$ cat config.mk
export PLATFORM = sky130hd
export DESIGN_NAME = vx_cluster_ctrl
export DESIGN_NICKNAME = d
export VERILOG_FILES = /design/src/rtl/vx_cluster_ctrl_pkg.sv /design/src/rtl/vx_cluster_ctrl_busy_filter.sv /design/src/rtl/vx_cluster_ctrl.sv
export SDC_FILE = /design/constraint.sdc
export NUM_CORES = 1
export LEC_CHECK = 0
export CAP_MARGIN = 20
export CORE_MARGIN = 2
export CORE_UTILIZATION = 39
export DETAILED_ROUTE_END_ITERATION = 6
export PLACE_DENSITY_LB_ADDON = 0.12
export SLEW_MARGIN = 15
export SYNTH_ARGS = -nofsm -noshare
export SYNTH_HDL_FRONTEND = slang
export SYNTH_HIERARCHICAL = 1
export SYNTH_SLANG_ARGS = --single-unit
export TNS_END_PERCENT = 100
$ cat constraint.sdc
create_clock -name clk_i -period 2.9 [get_ports clk_i]
set_input_delay 0.58 -clock clk_i [delete_from_list [all_inputs] [get_ports clk_i]]
set_output_delay 0.58 -clock clk_i [all_outputs]
set_load 0.02 [all_outputs]
$ cat src/rtl/vx_cluster_ctrl_pkg.sv
// Shared types and DCR address decode for the cluster controller.
// Request fields use maximum widths; instances slice what they need.
package vx_cluster_ctrl_pkg;

    localparam int MAX_SOCKETS = 32;
    localparam int MAX_ADDR_W  = 32;
    localparam int MAX_DATA_W  = 64;

    typedef struct packed {
        logic [MAX_SOCKETS-1:0] mask;
        logic [MAX_ADDR_W-1:0]  addr;
        logic [MAX_DATA_W-1:0]  data;
    } dcr_req_t;

    typedef enum logic [1:0] {
        IDLE,
        DRAIN,
        DONE
    } drain_state_e;

    // Broadcast window wins over the unicast window when they overlap.
    function automatic logic [MAX_SOCKETS-1:0] dcr_decode(
        input logic [MAX_ADDR_W-1:0]  addr,
        input logic [MAX_SOCKETS-1:0] sock_en,
        input logic [MAX_ADDR_W-1:0]  bcast_begin,
        input logic [MAX_ADDR_W-1:0]  bcast_end,
        input logic [MAX_ADDR_W-1:0]  ucast_base,
        input int unsigned            num_sockets
    );
        logic [MAX_ADDR_W-1:0] ofs;
        ofs = addr - ucast_base;
        if (addr >= bcast_begin && addr < bcast_end) begin
            return sock_en;
        end
        if (addr >= ucast_base && ofs < num_sockets) begin
            return (MAX_SOCKETS'(1) << ofs) & sock_en;
        end
        return '0;
    endfunction

endpackage

$ cat src/rtl/vx_cluster_ctrl_busy_filter.sv
// Idle-hysteresis filter: busy stays high until BUSY_HOLD consecutive idle cycles.
module vx_cluster_ctrl_busy_filter #(
    parameter int unsigned BUSY_HOLD = 4
) (
    input  logic clk_i,
    input  logic rst_ni,
    input  logic raw_i,
    output logic busy_o
);

    localparam int unsigned CNT_W = $clog2(BUSY_HOLD + 1);

    logic [CNT_W-1:0] cnt_q, cnt_d;
    logic             busy_q, busy_d;

    always_comb begin
        cnt_d = cnt_q;
        if (raw_i) begin
            cnt_d = CNT_W'(BUSY_HOLD);
        end else if (cnt_q != '0) begin
            cnt_d = cnt_q - CNT_W'(1);
        end
        busy_d = (cnt_d != '0);
    end

    always_ff @(posedge clk_i or negedge rst_ni) begin
        if (!rst_ni) begin
            cnt_q  <= '0;
            busy_q <= 1'b0;
        end else begin
            cnt_q  <= cnt_d;
            busy_q <= busy_d;
        end
    end

    assign busy_o = busy_q;

endmodule

$ cat src/rtl/vx_cluster_ctrl.sv
// Cluster control: DCR fan-out pipeline, filtered busy aggregation, drain handshake.
// Optional perf counters are built when VX_CLUSTER_CTRL_PERF_EN is defined.
module vx_cluster_ctrl
    import vx_cluster_ctrl_pkg::*;
#(
    parameter int unsigned           NUM_SOCKETS = 4,
    parameter int unsigned           DCR_ADDR_W  = 12,
    parameter int unsigned           DCR_DATA_W  = 32,
    parameter logic [DCR_ADDR_W-1:0] BCAST_BEGIN = 'h001,
    parameter logic [DCR_ADDR_W-1:0] BCAST_END   = 'h020,
    parameter logic [DCR_ADDR_W-1:0] UCAST_BASE  = 'h100,
    parameter int unsigned           DCR_PIPE    = 1,
    parameter int unsigned           BUSY_HOLD   = 4
) (
    input  logic                   clk_i,
    input  logic                   rst_ni,
    input  logic                   dcr_wr_valid_i,
    output logic                   dcr_wr_ready_o,
    input  logic [DCR_ADDR_W-1:0]  dcr_wr_addr_i,
    input  logic [DCR_DATA_W-1:0]  dcr_wr_data_i,
    output logic [NUM_SOCKETS-1:0] sock_dcr_wr_valid_o,
    output logic [DCR_ADDR_W-1:0]  sock_dcr_wr_addr_o,
    output logic [DCR_DATA_W-1:0]  sock_dcr_wr_data_o,
    input  logic [NUM_SOCKETS-1:0] sock_en_i,
    input  logic [NUM_SOCKETS-1:0] sock_busy_i,
    input  logic                   drain_req_i,
    output logic                   drain_ack_o,
`ifdef VX_CLUSTER_CTRL_PERF_EN
    output logic [63:0]            perf_busy_cycles_o,
    output logic [31:0]            perf_dcr_drops_o,
`endif
    output logic                   busy_o
);

    drain_state_e           state_q, state_d;
    logic                   init_q;
    logic                   accept;
    logic                   pipe_busy;
    logic                   raw_busy;
    logic [MAX_SOCKETS-1:0] dec_mask;
    dcr_req_t               req_in, req_out;
    logic                   unused_req;

    assign accept   = dcr_wr_valid_i & dcr_wr_ready_o;
    assign dec_mask = dcr_decode(MAX_ADDR_W'(dcr_wr_addr_i), MAX_SOCKETS'(sock_en_i),
                                 MAX_ADDR_W'(BCAST_BEGIN), MAX_ADDR_W'(BCAST_END),
                                 MAX_ADDR_W'(UCAST_BASE), NUM_SOCKETS);

    always_comb begin
        req_in      = '0;
        req_in.mask = accept ? dec_mask : '0;
        req_in.addr = MAX_ADDR_W'(dcr_wr_addr_i);
        req_in.data = MAX_DATA_W'(dcr_wr_data_i);
    end

    if (DCR_PIPE == 0) begin : g_comb
        assign req_out   = req_in;
        assign pipe_busy = 1'b0;
    end else begin : g_pipe
        dcr_req_t            stage_q [DCR_PIPE];
        logic [DCR_PIPE-1:0] stage_vld;

        always_ff @(posedge clk_i or negedge rst_ni) begin
            if (!rst_ni) begin
                for (int i = 0; i < int'(DCR_PIPE); i++) stage_q[i] <= '0;
            end else begin
                stage_q[0] <= req_in;
                for (int i = 1; i < int'(DCR_PIPE); i++) stage_q[i] <= stage_q[i-1];
            end
        end

        for (genvar g = 0; g < int'(DCR_PIPE); g++) begin : g_vld
            assign stage_vld[g] = |stage_q[g].mask;
        end

        assign req_out   = stage_q[DCR_PIPE-1];
        assign pipe_busy = |stage_vld;
    end

    assign sock_dcr_wr_valid_o = req_out.mask[NUM_SOCKETS-1:0];
    assign sock_dcr_wr_addr_o  = req_out.addr[DCR_ADDR_W-1:0];
    assign sock_dcr_wr_data_o  = req_out.data[DCR_DATA_W-1:0];
    assign unused_req          = ^req_out;

    assign raw_busy = (|(sock_busy_i & sock_en_i)) | pipe_busy;

    vx_cluster_ctrl_busy_filter #(
        .BUSY_HOLD (BUSY_HOLD)
    ) u_busy_filter (
        .clk_i  (clk_i),
        .rst_ni (rst_ni),
        .raw_i  (raw_busy),
        .busy_o (busy_o)
    );

    // init_q keeps ready low until the first clock after reset release.
    always_ff @(posedge clk_i or negedge rst_ni) begin
        if (!rst_ni) begin
            state_q <= IDLE;
            init_q  <= 1'b0;
        end else begin
            state_q <= state_d;
            init_q  <= 1'b1;
        end
    end

    always_comb begin
        state_d        = state_q;
        dcr_wr_ready_o = 1'b0;
        drain_ack_o    = 1'b0;
        case (state_q)
            IDLE: begin
                dcr_wr_ready_o = init_q;
                if (drain_req_i) state_d = DRAIN;
            end
            DRAIN: begin
                if (!drain_req_i) begin
                    state_d = IDLE;
                end else if (!pipe_busy && !busy_o) begin
                    state_d = DONE;
                end
            end
            DONE: begin
                drain_ack_o = 1'b1;
                if (!drain_req_i) state_d = IDLE;
            end
            default: state_d = IDLE;
        endcase
    end

`ifdef VX_CLUSTER_CTRL_PERF_EN
    logic [63:0] perf_busy_q;
    logic [31:0] perf_drop_q;

    always_ff @(posedge clk_i or negedge rst_ni) begin
        if (!rst_ni) begin
            perf_busy_q <= '0;
            perf_drop_q <= '0;
        end else begin
            if (busy_o) perf_busy_q <= perf_busy_q + 64'd1;
            if (accept && dec_mask == '0 && perf_drop_q != '1) begin
                perf_drop_q <= perf_drop_q + 32'd1;
            end
        end
    end

    assign perf_busy_cycles_o = perf_busy_q;
    assign perf_dcr_drops_o   = perf_drop_q;
`endif

endmodule

### Yosys cells after proc, flatten, opt, wreduce, memory -nomap -nowiden

Cells that the tools add are included.

| storage, ports and cells | value |
|---|---|
| bits in registers | 83 |
| bits of input ports | 56 |
| output and inout port bits | 51 |
| logic and storage cells | 51 |

| cells by class | value |
|---|---|
| add/sub/neg operators | 2 |
| order comparisons | 4 |
| equality and inequality tests | 5 |
| shift operators | 1 |
| multiplexer cells | 17 |
| bitwise gates (word level) | 4 |
| reductions and logical operators | 11 |

Operators with widths:

| kind | count |
|---|---|
| 32-bit 2-to-1 mux | 5 |
| 32-bit by 4-bit AND with 32-bit output | 1 |
| 32-bit by 3-bit less-than comparator with 1-bit output (second input constant) | 1 |
| 32-bit OR reduction | 1 |
| 1-bit by 32-bit << shifter with 32-bit output (first input constant) | 1 |
| 12-bit by 9-bit subtractor with 13-bit output (second input constant) | 1 |
| 12-bit by 1-bit >= comparator with 1-bit output (second input constant) | 1 |
| 12-bit by 9-bit >= comparator with 1-bit output (second input constant) | 1 |
| 12-bit by 6-bit less-than comparator with 1-bit output (second input constant) | 1 |
| 2-bit 2-to-1 mux | 4 |
| 3-bit 2-to-1 mux | 2 |
| 2-bit case mux with 3 select lines | 1 |
| 3-bit nonzero test | 2 |
| 1-bit 2-to-1 mux | 5 |
| 4-bit AND | 1 |
| 2-bit != test (second input constant) | 2 |
| 4-bit OR reduction | 1 |
| 1-bit logical AND | 3 |
| 3-bit != test (second input constant) | 1 |
| 3-bit AND reduction | 1 |
| 3-bit by 1-bit subtractor with 3-bit output (second input constant) | 1 |
| 2-bit by 1-bit equality test with 1-bit output (second input constant) | 1 |
| 2-bit equality test (second input constant) | 1 |
| 1-bit logical NOT | 2 |
| 3 further kinds | 3 |

### Depth between registers and ports, before layout

Gate-level depths: netlist (run 1).

| depth | value |
|---|---|
| word-level depth | 8 |
| mapped depth | 6 |

### Modules after synthesis

Netlist (run 1), hierarchy kept.

By module, submodules not included:

| module | instances | cells each | area each (µm²) | seq. area each (µm²) |
|---|---|---|---|---|
| vx_cluster_ctrl | 1 | 82 | 1,495.2 | 1,276.2 |
| vx_cluster_ctrl_busy_filter | 1 | 19 | 211.5 | 100.1 |

### Worst setup path before layout (run 1)

OpenSTA, ideal clock, no wires.

| timing | value |
|---|---|
| path kind | reg2reg |
| start | reg g_pipe.stage_q, in the netlist sock_dcr_wr_valid_o[1] |
| end | reg u_busy_filter.busy_q, in the netlist u_busy_filter/busy_o |
| library setup time | 0.118 ns |
| arrival time | 1.753 ns |
| data required time | 2.782 ns |
| path slack | 1.029 ns |
| stages on the path, launching flop included | 6 |
| path buffers | 0 |
| clock period less this slack | 1.871 ns |
| cell sequence | dfrtp_1 -> or4_4 -> a221oi_1 -> nand2_1 -> or2_2 -> a21o_1 |

| between the ends | value |
|---|---|
| longest elaborated chain between the ends | 4 |

Ends and longest elaborated chain:

| item | line | RTL |
|---|---|---|
| start, declared | vx_cluster_ctrl.sv:60 | `dcr_req_t stage_q [DCR_PIPE];` |
| 32-bit OR reduction | vx_cluster_ctrl.sv:73 | `assign stage_vld[g] = \|stage_q[g].mask;` |
| 1-bit bitwise OR | vx_cluster_ctrl.sv:85 | `assign raw_busy = (\|(sock_busy_i & sock_en_i)) \| pipe_busy;` |
| named net raw_busy | vx_cluster_ctrl.sv:39 | `logic raw_busy;` |
| 3-bit 2-to-1 mux | vx_cluster_ctrl_busy_filter.sv:18 | `if (raw_i) begin` |
| named net u_busy_filter.cnt_d[2] | vx_cluster_ctrl_busy_filter.sv:13 | `logic [CNT_W-1:0] cnt_q, cnt_d;` |
| 3-bit nonzero test | vx_cluster_ctrl_busy_filter.sv:23 | `busy_d = (cnt_d != '0);` |
| named net u_busy_filter.busy_d | vx_cluster_ctrl_busy_filter.sv:14 | `logic busy_q, busy_d;` |
| end signal, assigned | vx_cluster_ctrl_busy_filter.sv:32 | `busy_q <= busy_d;` |
| end, declared | vx_cluster_ctrl_busy_filter.sv:14 |  |

The timed path passes the listed nets, and every way through them passes these cells.
A chain may end at the register's enable or synchronous reset.

### Worst setup path in the final report (run 1)

| timing | value |
|---|---|
| start | reg state_q[1] |
| end | out dcr_wr_ready_o |

| between the ends | value |
|---|---|
| longest elaborated chain between the ends | 2 |

Ends and longest elaborated chain:

| item | line | RTL |
|---|---|---|
| start, declared | vx_cluster_ctrl.sv:35 | `drain_state_e state_q, state_d;` |
| start signal, assigned | vx_cluster_ctrl.sv:102 | `state_q <= state_d;` |
| 2-bit logical NOT | vx_cluster_ctrl.sv:111 | `case (state_q)` |
| 1-bit 2-to-1 mux | vx_cluster_ctrl.sv:111 |  |
| end, declared | vx_cluster_ctrl.sv:18 | `output logic dcr_wr_ready_o,` |

Every way passes these cells.

==> results.cfg, run 1 <==
[die]
core_area_mm2 = 0.00429
die_w_um = 70.2
initial_core_util_pct = 39.7
die-area_mm2 = 0.00492
rows = 24
boundaryPins = 107
die_h_um = 70.2

[global_route]
antenna_found_initial = 0
overflow = 0
grt_pass1_wl_um = 6350
grt.total_usage_pct = 17.0
grt_pass1_vias = 1281
grt_start_max_net_pins = 56

[worst_setup_path]
critPathCaptureType = primary output
cp.required_ns = 2.32
cp_num_buf_inv = 1
crit_chain = nor3b_1, clkdlybuf4s50_1
cp-start-kind = flip-flop
critPathMaxStageDelay_ns = 0.68
critical_path_class = reg -> out
crit_family = buffers and inverters
cp.arrival_ns = 1.66
worst_path_max_delay_cell = clkdlybuf4s50_1
crit_fanout = 4
r2r_slack_ns = 1.02

[synthesis]
syn_area_per_cell_um2 = 16.9
synth_area_mm2 = 0.00171
syn-num-nets = 160
synth_cells = 101
ys_warn_count = 6
ys_ff_latch = 55
synth_cell_type_count = 29
ys_seq_area_share_pct = 80.6

[finish]
syn2layout_area_growth_pct = 72.1
post_route_cells_drive_above_1_share_pct = 6.51
n_antenna_cell = 0
final_cell_mix = clkdlybuf4s50_1 (105), dfrtp_1 (55), inv_1 (8)
mostFrequentLayoutCell = clkdlybuf4s50_1
layout.nets = 274

[clock_network]
cts_made_buffers = 5
clockBufferDepth = 2
ctsHoldBuffers = 0
clock-sinks = 55
root_buffer = clkbuf_8
post_cts_resize_count = 0
tritoncts = built
clk_pin_slew_ns = 0.09
htree_num_levels = 2
post_cts_buffers = 0
clk_latency_ns = 0.29

[placed_design]
io_buffers = 106
place.gp.congestion = 0.786
dp_hpwl_um = 3120

[sta]
hold_slack_ns = 0.395
setup_viol = 0
worst_pin_slew_ns = 0.657
max_freq_ghz = 0.446
final_max_slew_viol_count = 0
finalHoldViolCount = 0
rsz0062_at_grt = false
fin_crit_sh_pct = 77.4
slew-limit-headroom_pct = 56.2
finalSetupTns_ns = 0
clock_skew_ns = 0.00128
min_period_ns = 2.24

[hold_path]
hold_class = in -> async

[power]
vdd_drop_max_uv = 218
power_density_mw_per_mm2 = 526
power.leakage_uw = 0.00125

[routing]
wl_um = 3970
vias = 1223
drt_pre_antenna_iters = 4
drtIter0Drc = 32
vias_per_cell = 4.58
wl_per_cell_um = 14.9
ant_nets = 0
drc = 0

[job]
maxCapViolations = 0

[outcome]
status = finished, final reports clean
sequential cells by signal, summed over array words and instances (netlist names):
| name | flops |
|---|---|
| state_q | 2 |
| sock_dcr_wr_valid_o | 4 |
| u_busy_filter/busy_o | 1 |
| init_q | 1 |
| sock_dcr_wr_addr_o | 12 |
| u_busy_filter/cnt_q | 3 |
| sock_dcr_wr_data_o | 32 |
power by group:
part | switching (µW) | internal, µW | total [µW]
Combinational | 111 | 146 | 256
Sequential | 14.8 | 807 | 821
Clock | 215 | 253 | 468
Total | 340 | 1210 | 1550
per-layer routing:
layer / GRT usage (%) / share of wire [%] / wire length (µm) / vias up
met3: 5.19 / 7.8 / 308 / 7
li1: - / - / - / 563
met5: 0 / 0 / 0 / -
met4: 6.62 / 1.8 / 71 / 0
met2: 29.8 / 50 / 2000 / 71
met1: 19.2 / 40 / 1580 / 582
stage by stage:
| step | total power, µW | cell area, µm² | std cells | worst slack, ns | utilization (%) |
|---|---|---|---|---|---|
| 6_report | 1550 | 2940 | 267 | 0.656 | 68.4 |
| 3_3_place_gp | 1090 | 2840 | 260 | 0.838 | 66.0 |
| 5_1_grt | 1620 | 2940 | 267 | 0.580 | 68.4 |
| 4_1_cts | 1570 | 2940 | 267 | 0.624 | 68.4 |
| 3_5_place_dp | 1100 | 2840 | 260 | 0.724 | 66.0 |
| 2_1_floorplan | 922 | 1710 | 101 | 1.03 | - |
cell families (layout without fill, tap and decap cells):
logic type / after synthesis / count (layout) / share of synthesized area, %
mux: 1 / 1 / 0.587
simple gates: 23 / 23 / 9.90
fa+ha+maj: 3 / 3 / 2.20
buf+inv: 8 / 122 / 1.76
flops: 55 / 55 / 80.6
xor+xnor: 1 / 1 / 0.513
compound gates: 9 / 9 / 4.18
other cells: 1 / 1 / 0.220
path summary, 6_finish.rpt:
path	startpoint	end	depth (start not counted)
worst min-delay path	rst_ni	sock_dcr_wr_data_o[1]$_DFF_PN0_	2
worst min register to register	state_q[1]$_DFFE_PN0P_	state_q[0]$_DFFE_PN0P_	1
worst max register to register	sock_dcr_wr_valid_o[1]$_DFF_PN0_	u_busy_filter/busy_o$_DFF_PN0_	5
worst max-delay path	state_q[1]$_DFFE_PN0P_	dcr_wr_ready_o	2
min in group clk_i	state_q[1]$_DFFE_PN0P_	state_q[0]$_DFFE_PN0P_	1
max in group asynchronous	rst_ni	sock_dcr_wr_valid_o[3]$_DFF_PN0_	2
layout make-up:
class	count	area [µm²]
repair buffers	107	1060
flip-flops and latches	55	1380
multi-input cells	38	300
clock inverters	1	30.0
fillers	307	1360
inverters	8	30.0
well taps	52	65.1
clock buffers	6	72.6
synthesized netlist by cell type, drive strengths merged:
cell type / n / share of area (%)
dfrtp: 55 / 81
conb: 1 / 0.22
a22oi: 1 / 0.44
nand3b: 1 / 0.44
a21oi: 1 / 0.29
a21o: 1 / 0.44
inv: 8 / 1.8
nand2: 1 / 0.22
ha: 3 / 2.2
nor2: 2 / 0.44
nand3: 1 / 0.29
nor4: 1 / 0.37
and2b: 1 / 0.51
nor4b: 4 / 2.4
a211oi: 1 / 0.44
or4: 2 / 1.3
nor3: 3 / 0.88
or3b: 1 / 0.51
a2111oi: 1 / 0.88
xor2: 1 / 0.51
o21ai: 1 / 0.29
mux2i: 1 / 0.59
o21bai: 1 / 0.44
o21a: 1 / 0.44
or2: 1 / 0.37
nor3b: 4 / 1.8
a221oi: 1 / 0.51
nor2b: 1 / 0.37
No activity file was read; power rests on OpenSTA's default activity.
==> run 2, diff against run 1 <==
Settings changed: CORE_UTILIZATION 39 to 36.
Clock period 2.9 ns to 2.25 ns, I/O delays scaled along.
==> run 2 against run 1 <==
Compared with the run above: combinational power rose by 30%; clock-buffer cell count fell by 1; register-to-register slack worse by 0.72 ns.
==> results.cfg, run 2 (same netlist as run 1, synthesis figures left out) <==
[outcome]
status = finished, final reports clean

[placed_design]
io_buffers = 106
dp_hpwl_um = 3330
placed_cell_area_mm2 = 0.00285
place.gp.congestion = 0.825

[power]
combPwrFrac_pct = 17.1
vdd_drop_max_uv = 309
swShare_pct = 25.4
p_seq_share_pct = 54.5
power.leakage_uw = 0.00126
clkPwrFrac_pct = 28.4
internal_power_uw = 1450
p_sw_uw = 494
power_density_mw_per_mm2 = 661

[worst_setup_path]
critical_path_class = reg -> out
cp_num_buf_inv = 1
reg2reg_from = sock_dcr_wr_valid_o[1]$_DFF_PN0_
r2r_slack_ns = 0.30
critPathCaptureType = primary output
crit_chain = nor2b_1, clkdlybuf4s50_1
crit_family = buffers and inverters
cp-start-kind = flip-flop
crit_fanout = 4
critPathMaxStageDelay_ns = 0.66
worst_path_max_delay_cell = clkdlybuf4s50_1
critical_path_depth = 2
rr_worst_depth = 5
r2r_end = u_busy_filter/busy_o$_DFF_PN0_
cp.arrival_ns = 1.58
endpoint = drain_ack_o
worstSetupStartpoint = state_q[1]$_DFFE_PN0P_
cp.required_ns = 1.80

[routing]
ant_nets = 0
drc = 0
drt_pre_antenna_iters = 4
drtIter0Drc = 51
vias = 1256
vias_per_cell = 4.63
wl_per_cell_um = 15.6
wl_um = 4220

[die]
die_h_um = 72.9
boundaryPins = 107
die-area_mm2 = 0.00531
die_w_um = 72.9
rows = 25
initial_core_util_pct = 36.6
core_area_mm2 = 0.00466

[sta]
clock_skew_ns = 0.00244
slew-limit-headroom_pct = 65.3
worst_pin_slew_ns = 0.520
rsz0062_at_grt = false
setup_viol = 0
fin_crit_sh_pct = 90.2
finalSetupTns_ns = 0
max_freq_ghz = 0.493
final_max_slew_viol_count = 0
finalHoldViolCount = 0
min_period_ns = 2.03

[finish]
post_route_cells_drive_above_1_share_pct = 7.83
n_antenna_cell = 0
finalInstanceArea_mm2 = 0.00294
final_cell_mix = clkdlybuf4s50_1 (104), dfrtp_1 (55), inv_1 (8)
mostFrequentLayoutCell = clkdlybuf4s50_1
post-route-util_pct = 63.1
syn2layout_area_growth_pct = 72.4
largest_register_ffs = 32
layout.nets = 275

[global_route]
grt.total_usage_pct = 16.2
overflow = 0
grt_start_max_net_pins = 26
grt_pass1_vias = 1236
grt_pass1_wl_um = 6240
antenna_found_initial = 0

[hold_path]
hold_class = in -> async

[clock_network]
cts_made_buffers = 5
clk_latency_ns = 0.31
clock-sinks = 55
post_cts_buffers = 0
clockBufferDepth = 2
root_buffer = clkbuf_8
tritoncts = built
ctsHoldBuffers = 0
post_cts_resize_count = 0
htree_num_levels = 2
clk_pin_slew_ns = 0.10

[job]
maxCapViolations = 0
-- run 2: area by class of cell --
| class | instances | area (µm²) |
|---|---|---|
| clock buffers | 5 | 68.8 |
| clock inverters | 3 | 25.0 |
| fillers | 359 | 1720 |
| inverters | 8 | 30.0 |
| multi-input cells | 38 | 300 |
| flip-flops and latches | 55 | 1380 |
| well taps | 54 | 67.6 |
| repair buffers | 108 | 1070 |
-- run 2: through the flow --
stage	setup WS (ns)	std cells	hold slack, ns	total power (µW)
3_5_place_dp	0.188	263	0.454	1420
3_3_place_gp	0.220	263	0.441	1410
4_1_cts	0.0545	271	0.117	1960
6_report	0.220	271	0.104	1950
5_1_grt	0.131	271	0.147	2030
2_1_floorplan	0.379	101	0.154	1190
-- run 2: routing by layer --
layer  global-route usage (%)  routed length, µm  vias to the layer above
li1                         -                  -                      568
met4                     6.17                 66                        0
met2                     27.4               2240                       59
met3                     4.83                263                        7
met1                     19.6               1660                      622
met5                        0                  0                        -
-- run 2: how the worst min path moves through the flow --
stage                                             to  slack (ns)    from  cells past startpoint
finish              sock_dcr_wr_addr_o[10]$_DFF_PN0_        0.10  rst_ni                      1
global route         sock_dcr_wr_data_o[6]$_DFF_PN0_        0.15  rst_ni                      1
detailed placement   sock_dcr_wr_data_o[3]$_DFF_PN0_        0.45  rst_ni                      1
CTS                 sock_dcr_wr_addr_o[10]$_DFF_PN0_        0.12  rst_ni                      1
floorplan                           init_q$_DFF_PN0_        0.15  rst_ni                      0
global placement     sock_dcr_wr_data_o[3]$_DFF_PN0_        0.44  rst_ni                      1
-- run 2: power groups by stage --
stage          Combinational [µW]  Clock (µW)  Sequential, µW
3_3_place_gp                  329           0            1080
6_report                      333         552            1060
5_1_grt                       361         608            1070
3_5_place_dp                  337           0            1080
2_1_floorplan                55.6           0            1130
4_1_cts                       339         563            1060
